===== src/rtl/led_breather_pkg.sv =====
// Shared types and sizing helpers for the breathing-LED stage.
// Pure declarations: no logic, no latency, no flow control.
package led_breather_pkg;

  typedef enum logic [2:0] {
    IDLE      = 3'd0,
    RAMP_UP   = 3'd1,
    HOLD_HIGH = 3'd2,
    RAMP_DOWN = 3'd3,
    HOLD_LOW  = 3'd4
  } state_t;

  function automatic int pwm_max(input int width);
    return (1 << width) - 1;
  endfunction

  // A single-tick hold still needs a 1-bit counter to compare against zero.
  function automatic int hold_width(input int ticks);
    return (ticks <= 1) ? 1 : $clog2(ticks);
  endfunction

endpackage


===== src/rtl/led_breather_pwm_core.sv =====
// Free-running PWM counter with period-aligned duty shadow; output registered (1 cycle).
// No backpressure: duty changes are absorbed at the next wrap, never mid-period.
module pwm_core
  import led_breather_pkg::*;
#(
  parameter int PWM_WIDTH = 8
) (
  input  logic                 clock,
  input  logic                 reset_n,
  input  logic [PWM_WIDTH-1:0] duty,
  input  logic                 gate,
  output logic                 pwm,
  output logic                 period_start
);

  localparam logic [PWM_WIDTH-1:0] CNT_MAX = PWM_WIDTH'(pwm_max(PWM_WIDTH));

  logic [PWM_WIDTH-1:0] counter;
  logic [PWM_WIDTH-1:0] duty_active;

  always_ff @(posedge clock or negedge reset_n) begin
    if (!reset_n) begin
      counter     <= '0;
      duty_active <= '0;
      pwm         <= 1'b0;
    end else begin
      counter <= counter + 1'b1;
      // Reload only at the wrap so a period never mixes two duty values.
      if (counter == CNT_MAX) duty_active <= duty;
      pwm <= gate && (counter < duty_active);
    end
  end

  assign period_start = (counter == '0);

endmodule


===== src/rtl/led_breather.sv =====
// Triangle duty ramp with end holds, stepped by each edge of io_blink; 1-edge tick-to-duty latency.
// No backpressure: every blink edge is consumed; io_enable low aborts to IDLE with priority.
module led_breather
  import led_breather_pkg::*;
#(
  parameter int PWM_WIDTH  = 8,
  parameter int STEP       = 16,
  parameter int HOLD_TICKS = 2
) (
  input  logic                 clock,
  input  logic                 reset_n,
  input  logic                 io_enable,
  input  logic                 io_blink,
  output logic                 io_led_pwm,
  output logic [PWM_WIDTH-1:0] io_duty,
  output logic [2:0]           io_state,
  output logic                 io_period_start
);

  localparam int                   HW        = hold_width(HOLD_TICKS);
  localparam logic [PWM_WIDTH-1:0] DUTY_MAX  = PWM_WIDTH'(pwm_max(PWM_WIDTH));
  localparam logic [PWM_WIDTH-1:0] STEP_N    = PWM_WIDTH'(STEP);
  localparam logic [PWM_WIDTH:0]   STEP_X    = (PWM_WIDTH + 1)'(STEP);
  localparam logic [HW-1:0]        HOLD_LAST = HW'(HOLD_TICKS - 1);

  state_t               state;
  logic [HW-1:0]        hold;
  logic                 blink_q;
  logic                 tick;
  logic [PWM_WIDTH:0]   up_sum;
  logic [PWM_WIDTH-1:0] up_duty;
  logic [PWM_WIDTH-1:0] down_duty;

  always_ff @(posedge clock or negedge reset_n) begin
    if (!reset_n) blink_q <= 1'b0;
    else          blink_q <= io_blink;
  end

  assign tick      = io_blink ^ blink_q;
  assign up_sum    = {1'b0, io_duty} + STEP_X;
  assign up_duty   = (up_sum > {1'b0, DUTY_MAX}) ? DUTY_MAX : up_sum[PWM_WIDTH-1:0];
  assign down_duty = (io_duty >= STEP_N) ? (io_duty - STEP_N) : '0;

  always_ff @(posedge clock or negedge reset_n) begin
    if (!reset_n) begin
      state   <= IDLE;
      io_duty <= '0;
      hold    <= '0;
    end else if (state != IDLE && !io_enable) begin
      state   <= IDLE;
      io_duty <= '0;
      hold    <= '0;
    end else begin
      case (state)
        IDLE: if (io_enable) state <= RAMP_UP;
        RAMP_UP: if (tick) begin
          io_duty <= up_duty;
          if (up_duty == DUTY_MAX) begin
            state <= HOLD_HIGH;
            hold  <= '0;
          end
        end
        HOLD_HIGH: if (tick) begin
          if (hold == HOLD_LAST) begin
            state <= RAMP_DOWN;
            hold  <= '0;
          end else hold <= hold + 1'b1;
        end
        RAMP_DOWN: if (tick) begin
          io_duty <= down_duty;
          if (down_duty == '0) begin
            state <= HOLD_LOW;
            hold  <= '0;
          end
        end
        HOLD_LOW: if (tick) begin
          if (hold == HOLD_LAST) begin
            state <= RAMP_UP;
            hold  <= '0;
          end else hold <= hold + 1'b1;
        end
        default: state <= IDLE;
      endcase
    end
  end

  assign io_state = state;

  pwm_core #(.PWM_WIDTH(PWM_WIDTH)) u_pwm (
    .clock        (clock),
    .reset_n      (reset_n),
    .duty         (io_duty),
    .gate         (state != IDLE),
    .pwm          (io_led_pwm),
    .period_start (io_period_start)
  );

endmodule


===== config.mk =====
export PLATFORM = sky130hd
export DESIGN_NAME = led_breather
export DESIGN_NICKNAME = d
export VERILOG_FILES = /design/src/rtl/led_breather_pkg.sv /design/src/rtl/led_breather_pwm_core.sv /design/src/rtl/led_breather.sv
export SDC_FILE = /design/constraint.sdc
export NUM_CORES = 1
export LEC_CHECK = 0
export CORE_ASPECT_RATIO = 0.5
export CORE_UTILIZATION = 24
export DETAILED_ROUTE_END_ITERATION = 10
export HOLD_SLACK_MARGIN = 0.15
export PLACE_DENSITY = 0.44
export SYNTH_ARGS = -nofsm -noshare
export SYNTH_HDL_FRONTEND = slang
export SYNTH_SLANG_ARGS = --single-unit

===== constraint.sdc =====
create_clock -name clock -period 2.2 [get_ports clock]
set_input_delay 0.55 -clock clock [delete_from_list [all_inputs] [get_ports clock]]
set_output_delay 0.55 -clock clock [all_outputs]
set_load 0.05 [all_outputs]

Yosys cells after proc, flatten, opt, wreduce, memory -nomap -nowiden --
Cells that the tools add are included.
Storage, ports and cells: flip-flop bits (word level) 30, output and inout port bits 13, logic and storage cells 69
Cells by class: add/sub/neg operators 4, order comparisons 3, equality and inequality tests 16, multiplexer cells 25, bitwise gates (word level) 1, reductions and logical operators 13
Operator list (count):
- two-way mux 8 bit | 5
- two-way mux 3 bit | 10
- != test 3 bit (second input constant) | 9
- equality test 8 bit (second input constant) | 2
- logical NOT 8 bit | 2
- case mux 8 bit (2 select lines) | 1
- case mux 3 bit (5 select lines) | 1
- adder 8 x 5 -> 9 bit (second input constant) | 1
- greater-than comparator 9 x 8 -> 1 bit (second input constant) | 1
- AND reduction 9 bit | 1
- adder 8 x 1 -> 8 bit (second input constant) | 1
- greater-or-equal comparator 8 x 5 -> 1 bit (second input constant) | 1
- less-than comparator 8 bit | 1
- subtractor 8 x 5 -> 8 bit (second input constant) | 1
- two-way mux 1 bit | 7
- equality test 3 x 2 -> 1 bit (second input constant) | 2
- AND reduction 6 bit | 1
- nonzero test 3 bit | 2
- nonzero test 4 bit | 1
- equality test 3 x 1 -> 1 bit (second input constant) | 1
- equality test 3 bit (second input constant) | 1
- logical NOT 3 bit | 1
- != test 3 x 1 -> 1 bit (second input constant) | 1
- case mux 1 bit (3 select lines) | 1
- other kinds (6) | 7

Depth between registers and ports, before layout --
depth in word-level cells 8, gate-level depth with buffers 8, depth with buffers taken out 8

Cells and area by module --
Synthesis repeated with hierarchy kept, for this count alone.
Unflattened totals: cell total of the unflattened synthesis 190, area, all modules 1878.1 um^2
Modules (own cells, without submodules):
- led_breather | times used 1, cells each 120, area each 1022.2 um^2
- pwm_core | times used 1, cells each 70, area each 855.8 um^2

Worst setup path before layout --
Ideal clock, no wire load.
kind register to output, start point register u_pwm.counter[0], end point output io_period_start, arrival time 2.628 ns, slack -0.978 ns, cell stages (with the launch flop) 5, buffers on the path 0, cell sequence dfrtp_1 > inv_1 > ha_1 > or4b_2 > nor4_1
On the way: word-level cells in the longest chain between the ends 1
RTL lines:
- from (decl) | RTL line led_breather_pwm_core.sv:18 | logic [PWM_WIDTH-1:0] counter;
- from (signal assigned) | RTL line led_breather_pwm_core.sv:27 | counter <= counter + 1'b1;
- logical NOT 8 bit | RTL line led_breather_pwm_core.sv:34 | assign period_start = (counter == '0);
- to (decl) | RTL line led_breather.sv:17 | output logic io_period_start
Every way passes these cells.

Worst setup path after layout --
Same ends and word-level chain as after synthesis.

==> impl_metrics.yaml <==
power_and_ir_drop:
  ir_drop_uv: 436
  seqPwrFrac_pct: 26.9
  combPwrFrac_pct: 37.4
  power.total_mw: 2.59
  switching_share_pct: 35.0
  p_leak_nw: 1.14
  switching_power_mw: 0.907
  p_int_mw: 1.69
  cellPowerDensity_nw_per_um2: 1020
  clkPwrFrac_pct: 35.7
setup_path:
  r2r-start: "u_pwm.counter[0]"
  cp-start-kind: "register"
  worstRegToRegCells: 13
  cp.arrival_ps: 1700
  required_ps: 1650
  slowest_delay_ps: 460
  crit_fanout: 2
  critical_path_class: "reg2out"
  worst_path_max_delay_cell: "or4b_4"
  crit_path_end_kind: "output pin"
  crit_chain: "inv_2 -> ha_4 -> or4b_4 -> nor4_4 -> buf_12"
  reg2reg_setup_slack_ps: 130
  timing.rr.end: "u_pwm.counter[7]"
grt:
  grt.total_usage_pct: 11.8
  grt_max_degree: 31
  grt_pass1_vias: 1463
  grt_pass1_wl_mm: 7.34
  antenna_found_initial: 0
  grt_overflow_total: 0
drt:
  antenna_left: 0
  via_count: 1472
  first_pass_iters: 4
  wl_per_cell_um: 13.1
  via_per_inst: 4.52
  drcViolationCount: 0
  drt-total-wl_mm: 4.26
  drtIter0Drc: 85
sta:
  skew_ps: 1.76
  finalCriticalPeriod_ps: 2250
  finalHoldViolations: 0
  finalSetupViolations: 1
  worst_slew_pin_slew_ps: 490
  clock.fmax_mhz: 445
  rsz0062_at_grt: "true"
  fin_worst_hold_slack_ps: 507
  slew_violations: 0
  final.period_utilization_pct: 102
  slew_headroom_pct: 67.2
  setup_ws_ps: -48.8
cts:
  worstSkewPairLatency_ps: 270
  numClockSinks: 30
  cts_buffers: 5
  cts-hold-fix-buffers: 0
  path_clk_slew_ps: 50
  cts_tree: "built"
  clockBufferDepth: 2
  htree_levels: 2
  root_buffer: "clkbuf_16"
status:
  violations: "setup timing"
  status: "finished, violations left"
min_path:
  min_from: "u_pwm.duty_active[0]"
  min_to: "u_pwm.duty_active[0]"
  hp-class: "reg2reg"
  hold_depth: 1
floorplanning:
  fp.coreArea_um2: 6990
  ios: 17
  die_w_um: 125
  dieArea_um2: 7910
  row_count: 21
  fp.dieH_um: 63.4
  start_util_pct: 25.9
synth:
  ys_ff_latch: 30
  synth_ff_type: "dfrtp_1"
  post_synth.cell_area_avg_um2: 9.94
  synth_cell_type_count: 51
  ys_seq_area_share_pct: 41.5
  synth_area_leaders: "dfrtp_1 (41%), ha_1 (9.0%), xnor2_1 (4.4%)"
  syn_inst: 182
  yosys.area.top_type_share_pct: 41.5
  synth-async-reset-ratio_pct: 100
  synth_fp_nets: 199
  synth_area_um2: 1810
  synth-edff-count: 0
  ys_warn_count: 0
  synth_top_cell_by_area: "dfrtp_1"
place:
  hpwl_mm: 3.11
  io_buffers: 16
  place.gp.congestion: 0.741
  dpl_cell_area_um2: 2240
final_layout:
  fillers: 695
  final_area_um2: 2540
  antenna_cells: 0
  drive_above_1_share_pct: 30.8
  fin_util_pct: 36.3
  nets: 250
  syn_to_final_growth_pct: 40.4
job:
  cap_viol_max_count: 0
power by group through the flow:
stage	combinational, mW	clock, mW	sequential, mW
2_1_floorplan	0.554	0	0.818
3_3_place_gp	0.975	0	0.706
3_5_place_dp	0.974	0	0.706
4_1_cts	0.978	0.946	0.696
5_1_grt	1.06	0.982	0.709
6_report	0.969	0.927	0.698
kinds of logic after synthesis:
kind of cell | share of synthesized area [%]
flip-flops | 41.5
AND/OR/NAND/NOR | 18.3
buffers and inverters | 5.12
adder cells (fa/ha/maj) | 8.99
XOR/XNOR | 5.81
multiplexers | 1.73
AO/OA/AOI/OAI | 18.5
routing by layer:
| metal | global-route usage [%] | share of wire [%] | vias to the layer above |
|---|---|---|---|
| li1 | - | - | 746 |
| met1 | 16.1 | 52 | 708 |
| met2 | 18.1 | 45 | 14 |
| met3 | 2.72 | 2.6 | 4 |
| met4 | 4.17 | 0.59 | 0 |
| met5 | 0 | 0 | - |
cells in the final DEF (no fill, tap or decap), types with 6 or more instances in the layout:
master / Yosys / routed
buf_4: 0 / 45
dfrtp_1: 30 / 28
ha_1: 13 / 12
inv_1: 15 / 13
nand2_1: 16 / 16
nand3_1: 6 / 6
nor2_1: 7 / 7
o21ai_0: 11 / 11
xnor2_1: 9 / 9
worst max-delay path by stage:
stage	from	end	slack, ps	cells past startpoint
after floorplan	u_pwm.counter[0]	io_period_start	-110	4
after global placement	io_enable	io_state[1]	10	7
after detailed placement	io_enable	hold	8	7
after CTS	u_pwm.counter[1]	io_period_start	-140	5
after global routing	u_pwm.counter[0]	io_period_start	-110	5
final	u_pwm.counter[0]	io_period_start	-50	5
worst max-delay path: cells and delay by family, from the launching register on:
kind | cells | cell delay (ps)
buffers and inverters | 2 | 260
adders and majority gates | 1 | 120
and+or+nand+nor | 2 | 660
DFF | 1 | 380
flip-flops by register name (all words and copies together), names as in the netlist:
signal             flops
blink_q                1
hold                   1
io_duty                8
io_state               3
u_pwm.counter          8
u_pwm.duty_active      8
u_pwm.pwm              1
synth_stat cells, drive strengths merged, types with 2 or more instances:
cell type,n
o21ai,12
o31ai,2
a31oi,5
xor2,3
and3,3
nor4,2
nor2,7
a21oi,5
nand3,6
inv,15
clkbuf,3
o41ai,2
a211oi,3
mux2i,2
dfrtp,30
buf,4
nand3b,2
ha,13
o21bai,2
nand4b,2
nor3,6
nand2,17
a21o,5
xnor2,9
nand2b,4
stage by stage:
step / TNS, ps / setup WS (ps) / std cells
after floorplan: -110 / -110 / 182
after global placement: 0 / 13.9 / 308
after detailed placement: 0 / 7.62 / 308
after CTS: -136 / -136 / 327
after global routing: -110 / -110 / 326
final: -48.8 / -48.8 / 326
area by class of cell:
class | count | area, µm² | area share [%]
Sequential cell | 30 | 753 | 29.7
Tap cell | 92 | 115 | 4.53
Clock inverter | 2 | 60.1 | 2.36
Clock buffer | 6 | 139 | 5.47
Inverter | 15 | 56.3 | 2.22
Multi-Input combinational cell | 130 | 1010 | 39.7
Timing Repair Buffer | 51 | 408 | 16.1
timing repair:
action,in CTS,in global routing
pin swaps,2,7
setup buffers,11,0
gates resized for setup,6,1
endpoints found under the setup margin,1,6
(Power assumes the default switching activity.)
